## config.mk

```make
export PLATFORM = sky130hd
export DESIGN_NAME = uart_rx_core
export DESIGN_NICKNAME = d
export VERILOG_FILES = /design/src/rtl/uart_rx_core.sv
export SDC_FILE = /design/constraint.sdc
export NUM_CORES = 1
export LEC_CHECK = 0
export CAP_MARGIN = 20
export CORE_UTILIZATION = 33
export CTS_CLUSTER_DIAMETER = 200
export DETAILED_ROUTE_END_ITERATION = 12
export DONT_BUFFER_PORTS = 1
export GPL_TIMING_DRIVEN = 0
export PLACE_DENSITY = 0.48
export SYNTH_ARGS = -nofsm -noshare
export SYNTH_HDL_FRONTEND = slang
export SYNTH_SLANG_ARGS = --single-unit
```

## constraint.sdc

```tcl
create_clock -name clk -period 1.95 [get_ports clk]
set_input_delay 0.195 -clock clk [delete_from_list [all_inputs] [get_ports clk]]
set_output_delay 0.195 -clock clk [all_outputs]
set_load 0.02 [all_outputs]
```

## src/rtl/uart_rx_core.sv

```systemverilog
// Purpose : 8N1 UART receive front end: synchronise the pin, find start bits, sample mid-bit, strobe each byte.
// Latency : byte_ready fires CLKS_PER_BIT/2 + 9*CLKS_PER_BIT clocks (+/-1) after rx_s first goes low; +CLKS_PER_BIT with parity.
// Backpressure: none; the consumer must take data_out on the byte_ready pulse (data_out holds until the next good frame).
//
// Ports:
//   clk          system clock, all logic on posedge
//   reset        asynchronous, active-low reset
//   uart_rx      raw serial line (idle high, asynchronous to clk)
//   data_out     last correctly framed byte, LSB received first
//   byte_ready   one-cycle pulse when data_out was just updated
//   frame_error  one-cycle pulse when the stop bit samples low
//   parity_error one-cycle pulse on even-parity mismatch (tied low unless UART_RX_PARITY_EN)
//   busy         high whenever the receiver is not idle
//
// Build option: define UART_RX_PARITY_EN to expect an even-parity bit after the 8 data bits.
// Parameters: CLKS_PER_BIT >= 4, SYNC_STAGES >= 2.

module uart_rx_core #(
    parameter int CLKS_PER_BIT = 434,
    parameter int SYNC_STAGES  = 2
) (
    input  logic       clk,
    input  logic       reset,
    input  logic       uart_rx,
    output logic [7:0] data_out,
    output logic       byte_ready,
    output logic       frame_error,
    output logic       parity_error,
    output logic       busy
);

    // Counter only ever needs to reach CLKS_PER_BIT-1.
    localparam int CNT_W = $clog2(CLKS_PER_BIT);
    localparam logic [CNT_W-1:0] HALF_M1 = CNT_W'(CLKS_PER_BIT / 2 - 1);
    localparam logic [CNT_W-1:0] FULL_M1 = CNT_W'(CLKS_PER_BIT - 1);

`ifdef UART_RX_PARITY_EN
    typedef enum logic [2:0] {
        IDLE   = 3'd0,
        START  = 3'd1,
        DATA   = 3'd2,
        PARITY = 3'd3,
        STOP   = 3'd4
    } state_t;
`else
    typedef enum logic [2:0] {
        IDLE  = 3'd0,
        START = 3'd1,
        DATA  = 3'd2,
        STOP  = 3'd3
    } state_t;
`endif

    state_t                 state;
    logic [SYNC_STAGES-1:0] sync_q;
    logic                   rx_s;
    logic [CNT_W-1:0]       clk_cnt;
    logic [2:0]             bit_idx;
    logic [7:0]             shift_q;
    logic                   parity_q;

    // Synchroniser resets to the idle-high line level so reset release never looks like a start bit.
    always_ff @(posedge clk or negedge reset) begin
        if (!reset) begin
            sync_q <= '1;
        end else begin
            sync_q <= {sync_q[SYNC_STAGES-2:0], uart_rx};
        end
    end

    assign rx_s = sync_q[SYNC_STAGES-1];
    assign busy = (state != IDLE);

    always_ff @(posedge clk or negedge reset) begin
        if (!reset) begin
            state        <= IDLE;
            clk_cnt      <= '0;
            bit_idx      <= 3'd0;
            shift_q      <= 8'h00;
            parity_q     <= 1'b0;
            data_out     <= 8'h00;
            byte_ready   <= 1'b0;
            frame_error  <= 1'b0;
            parity_error <= 1'b0;
        end else begin
            byte_ready   <= 1'b0;
            frame_error  <= 1'b0;
            parity_error <= 1'b0;

            case (state)
                IDLE: begin
                    clk_cnt <= '0;
                    if (!rx_s) begin
                        state <= START;
                    end
                end

                // Re-check the start bit at its midpoint; a high line here was a glitch.
                START: begin
                    if (clk_cnt == HALF_M1) begin
                        clk_cnt <= '0;
                        if (!rx_s) begin
                            state   <= DATA;
                            bit_idx <= 3'd0;
                        end else begin
                            state <= IDLE;
                        end
                    end else begin
                        clk_cnt <= clk_cnt + 1'b1;
                    end
                end

                // Counter is now aligned to mid-bit, so a full period lands in the middle of each data bit.
                DATA: begin
                    if (clk_cnt == FULL_M1) begin
                        clk_cnt <= '0;
                        shift_q <= {rx_s, shift_q[7:1]};
                        if (bit_idx == 3'd7) begin
`ifdef UART_RX_PARITY_EN
                            state <= PARITY;
`else
                            state <= STOP;
`endif
                        end else begin
                            bit_idx <= bit_idx + 3'd1;
                        end
                    end else begin
                        clk_cnt <= clk_cnt + 1'b1;
                    end
                end

`ifdef UART_RX_PARITY_EN
                PARITY: begin
                    if (clk_cnt == FULL_M1) begin
                        clk_cnt  <= '0;
                        parity_q <= rx_s;
                        state    <= STOP;
                    end else begin
                        clk_cnt <= clk_cnt + 1'b1;
                    end
                end
`endif

                // Leave for IDLE at mid-stop-bit so an immediately following start edge is caught.
                STOP: begin
                    if (clk_cnt == FULL_M1) begin
                        clk_cnt <= '0;
                        state   <= IDLE;
                        if (!rx_s) begin
                            frame_error <= 1'b1;
`ifdef UART_RX_PARITY_EN
                        end else if ((^shift_q) ^ parity_q) begin
                            parity_error <= 1'b1;
`endif
                        end else begin
                            data_out   <= shift_q;
                            byte_ready <= 1'b1;
                        end
                    end else begin
                        clk_cnt <= clk_cnt + 1'b1;
                    end
                end

                default: begin
                    state   <= IDLE;
                    clk_cnt <= '0;
                end
            endcase
        end
    end

endmodule

```

== Word-level counts from Yosys, hierarchy flattened ==
Cells that the tools add are included.

* Eq/ne operators: 13
* Mux-type cells: 21
* Reductions and logical operators: 8
* Add/sub/neg operators: 2

{| class="wikitable"
|+ Operators by type and width
! cell !! number
|-
| two-way mux 3 bit || 9
|-
| two-way mux 9 bit || 2
|-
| case mux 9 bit (2 select lines) || 1
|-
| != test 2 bit, second input constant || 7
|-
| case mux 3 bit (4 select lines) || 1
|-
| AND reduction 5 bit || 2
|-
| adder 9 x 1 -> 9 bit, second input constant || 1
|-
| == test 9 x 8 -> 1 bit, second input constant || 1
|-
| == test 9 bit, second input constant || 1
|-
| == test 3 x 2 -> 1 bit, second input constant || 2
|-
| two-way mux 1 bit || 6
|-
| case mux 3 bit (2 select lines) || 1
|-
| adder 3 x 1 -> 3 bit, second input constant || 1
|-
| == test 3 x 1 -> 1 bit, second input constant || 1
|-
| == test 3 bit, second input constant || 1
|-
| logical NOT 3 bit || 1
|-
| AND reduction 3 bit || 1
|-
| nonzero test 3 bit || 1
|-
| two-way mux 2 bit || 1
|-
| AND reduction 2 bit || 1
|-
| nonzero test 2 bit || 1
|-
| OR reduction 2 bit || 1
|}

* Logic and storage cells: 52
* Bits in registers: 35
* Output and inout port bits: 12
* Input bits: 3

== Longest topological paths before layout ==
* Word-level depth: 4
* Depth in mapped cells: 6
* Depth with buffers taken out: 5

== Worst setup path after synthesis ==
OpenSTA, ideal clock, no wires.

* Path type: register to register
* From: register clk_cnt[1]
* To: register data_out[0]
* Setup slack: 0.313 ns
* Period minus slack after synthesis: 1.637 ns
* Stages on the path, launching flop included: 6
* Setup time: 0.125 ns
* Path buffers: 0
* Required time: 1.825 ns
* Arrival time: 1.512 ns
* Path through: dfrtp_1 -> inv_1 -> ha_1 -> nand4b_2 -> nor3_4 -> mux2_2

* Word-level cells in the longest chain between the ends: 2

{| class="wikitable"
|+ RTL lines
! what !! line !! text
|-
| start: declaration || 57 || <nowiki>logic [CNT_W-1:0] clk_cnt;</nowiki>
|-
| start signal: assignment || 109 || <nowiki>clk_cnt <= clk_cnt + 1'b1;</nowiki>
|-
| start signal: assignment || 128 || <nowiki>clk_cnt <= clk_cnt + 1'b1;</nowiki>
|-
| start signal: assignment || 160 || <nowiki>clk_cnt <= clk_cnt + 1'b1;</nowiki>
|-
| == test 9 bit || 146 || <nowiki>if (clk_cnt == FULL_M1) begin</nowiki>
|-
| AND reduction 3 bit (no source line) || n/a ||
|-
| end signal: assignment || 156 || <nowiki>data_out <= shift_q;</nowiki>
|-
| end: declaration || 25 || <nowiki>output logic [7:0] data_out,</nowiki>
|}

No other way between the ends.
A chain may end at the register's enable or synchronous reset.

== Final worst setup path ==
* From: register clk_cnt[1]
* To: register clk_cnt[5]

* Word-level cells in the longest chain between the ends: 3
* Elaborated cells between the ends (all ways): 6
* Those cells by class: 1 x add/sub; 2 x eq/ne; 3 x mux

{| class="wikitable"
|+ RTL lines
! what !! line !! text
|-
| adder 9 x 1 -> 9 bit (tied with other cells) || 109, 128, 160 ||
|-
| two-way mux 9 bit (on tied branches) || 115, 146, 100 ||
|-
| case mux 9 bit (2 select lines) * || 90 || <nowiki>case (state)</nowiki>
|}

Every way passes the cells marked *; elsewhere a longest branch is shown, timed or not.

==> flow_metrics.tcl <==
set metrics [dict create \
    vias_per_cell 5.09 \
    cp_slowest_cell "o21ai_1" \
    cp_max_fo 9 \
    arrival_ns 1.97 \
    start_util_pct 34.5 \
    tritoncts "yes" \
    maxSlewHeadroom_pct 54.9 \
    ys_top_cells_by_area "dfrtp_1 49%, mux2_2 10%, ha_1 3.8%" \
    port_buffers 0 \
    maxCapViolations 0 \
    core_area_um2 4720 \
    fmax_ghz 0.545 \
    final_antenna_net_count 0 \
    fillers 436 \
    drive_gt1_share_pct 28.3 \
    hp-class "in2async" \
    yosysMostFrequentCell "dfrtp_1" \
    clkTransAtPathRegs_ns 0.07 \
    vias 1079 \
    dieArea_um2 5220 \
    power.leakage_nw 0.840 \
    critPathRequiredTime_ns 2.08 \
    first_pass_iters 4 \
    fin_util_pct 40.1 \
    synthArstFlopShare_pct 100 \
    grt_first_pass_wirelength_um 4910 \
    grt_pass1_vias 1040 \
    worst_setup_path_start_kind "register" \
    remaining_drc_errors 0 \
    finalCriticalPeriod_ns 1.84 \
    grt_max_degree 35 \
    setup_tns_ns 0 \
    rr_startpoint "clk_cnt[1]$_DFF_PN0_" \
    cts_buffers 5 \
    antenna_found_initial 0 \
    routedWlPerCell_um 13.7 \
    finalWirelength_um 2900 \
    r2r_cells 5 \
    worstSetupEndpointType "register" \
    synth_edf_count 0 \
    clock_latency_ns 0.29 \
    reg2reg_slack_ns 0.11 \
    synth_common_cells "32 x dfrtp_1, 15 x mux2_2, 6 x nand3_1" \
    crit_chain "inv_1 > ha_1 > nand4b_2 > o21ai_1 > a22oi_1" \
    post_cts_buffers 0 \
    setup_violations 0 \
    synth_top_area_cell "dfrtp_1" \
    critical_path.top_delay_family "compound AO/OA/AOI/OAI gates" \
    cts_sinks 34 \
    gp_congestion 0.749 \
    path_buf_inv 1 \
    row_count 25 \
    finClkSkew_ns 0.00647 \
    period_share_pct 94.2 \
    cts_buffer_depth 2 \
    crit_path_max_incr_delay_ns 0.61 \
    num_antenna_cells 0 \
    drt_first_iter_violations 64 \
    p_per_area_nw_per_um2 802 \
    synth.net_count 142 \
    chipWidth_um 72.3 \
    slew_violations 0 \
    yosysWarningCount 0 \
    multi_input_area_um2 722 \
    worstReg2RegEnd "clk_cnt[5]$_DFF_PN0_" \
    ioPinCount 15 \
    critical_path_class "reg2reg" \
    ys_types 40 \
    synth_top_flop_cell "dfrtp_1" \
    synth_cells 134 \
    clockRootBuffer "clkbuf_8" \
    status "complete, no violations" \
    rsz0062_at_grt "no" \
    htree_levels 2 \
    ir_drop_mv 0.426 \
    syn-cell-area_um2 1630 \
    seq_area_frac_synth_pct 52.4 \
    regArea_um2 853 \
    whs_ns 0.350 \
    yosysTopAreaCellShare_pct 49.2 \
    max_slew.worst_pin.slew_ns 0.672 \
    die_h_um 72.3 \
    syn_to_final_growth_pct 16.3 \
    dp_hpwl_um 1930 \
    avgSynthCellArea_um2 12.2 \
    ys_ff_latch 34 \
    final_nets 152 \
    grt_overflow 0 \
    hold_viol 0 \
    grt_usage_pct 12.5 \
]
[worst max-delay path by stage]
| stage | from | to | slack, ns | cells after the start |
|---|---|---|---|---|
| after CTS | clk_cnt[1]$_DFF_PN0_ | data_out[0]$_DFFE_PN0P_ | 0.04 | 5 |
| after global placement | clk_cnt[3]$_DFF_PN0_ | state[0]$_DFFE_PN0P_ | 0.06 | 4 |
| after detailed placement | clk_cnt[1]$_DFF_PN0_ | data_out[6]$_DFFE_PN0P_ | 0.04 | 5 |
| final | clk_cnt[1]$_DFF_PN0_ | clk_cnt[5]$_DFF_PN0_ | 0.11 | 5 |
| after global routing | clk_cnt[1]$_DFF_PN0_ | clk_cnt[8]$_DFF_PN0_ | 0.002 | 5 |
| after floorplan | clk_cnt[1]$_DFF_PN0_ | data_out[0]$_DFFE_PN0P_ | 0.31 | 5 |
[layout by cell type (no fill, tap or decap), types with 2 or more instances in the layout]
master          n
clkbuf_1        3
inv_1           5
a21oi_1         4
xor2_1          2
or3b_2          2
mux2_2         15
dlygate4sd3_1   2
nand3_1         6
buf_2           3
ha_1            5
nand4_1         4
or3_1           4
nor3_1          2
nand2_1         4
dfstp_2         2
nor2_1          2
o21ai_0         4
dfrtp_1        32
clkbuf_8        5
nor2b_1         4
a22oi_1         4
and4b_1         2
o211ai_1        5
bufinv_16       2
[kinds of logic (layout without fill, tap and decap cells)]
logic type | after synthesis | in the layout | share of synthesized area, %
compound gates | 24 | 24 | 9.99
xor+xnor | 3 | 3 | 1.61
fa+ha+maj | 5 | 5 | 3.84
buf+inv | 13 | 24 | 3.53
flops | 34 | 34 | 52.4
mux | 16 | 16 | 11.1
other cells | 1 | 1 | 0.230
simple gates | 38 | 38 | 17.4
[state kept, by name, summed over array words and instances, names as in the netlist]
name / cells
clk_cnt: 9
shift_q: 8
byte_ready: 1
state: 2
sync_q: 2
bit_idx: 3
data_out: 8
frame_error: 1
[repair_timing]
| item | 4_1_cts | 5_1_grt |
|---|---|---|
| resized for setup | 0 | 1 |
| endpoints found under the setup margin | 0 | 17 |
| hold endpoints to repair | 35 | 0 |
| hold buffers | 3 | 0 |
[stage by stage]
step	worst slack (ns)	instances	power [mW]	area (um2)
floorplan	0.313	134	0.728	1630
global placement	0.0641	201	0.729	1710
detailed placement	0.0444	201	0.729	1710
CTS	0.0444	212	1.54	1890
global route	0.00173	212	1.57	1890
finish	0.114	212	1.52	1890
[power breakdown]
part / internal [mW] / switching [mW]
Clock: 0.512 / 0.271
Sequential: 0.709 / 0.00184
Combinational: 0.00910 / 0.0168
Total: 1.23 / 0.289
[worst register-to-register path, stage by stage, from the launching register on]
cell	delay, ns
dfrtp_1	0.40
inv_1	0.08
ha_1	0.18
nand4b_2	0.21
o21ai_1	0.61
a22oi_1	0.19
[layer usage]
metal,global-route usage [%],vias up,routed length [um],share of wire [%]
met1,16.6,538,1400,48
met5,0,-,0,0
met3,4.03,11,107,3.7
li1,-,513,-,-
met2,18.4,17,1320,45
met4,6.32,0,71,2.4
[final cells by class]
class / count / area share (%)
buffer: 8 / 2.05
clock buffer: 5 / 3.63
clock inverter: 3 / 3.63
inverter: 5 / 0.991
multi-input combinational: 87 / 38.1
sequential: 34 / 45.0
tap: 67 / 4.43
timing repair buffer: 3 / 2.11
(Power assumes the default switching activity.)
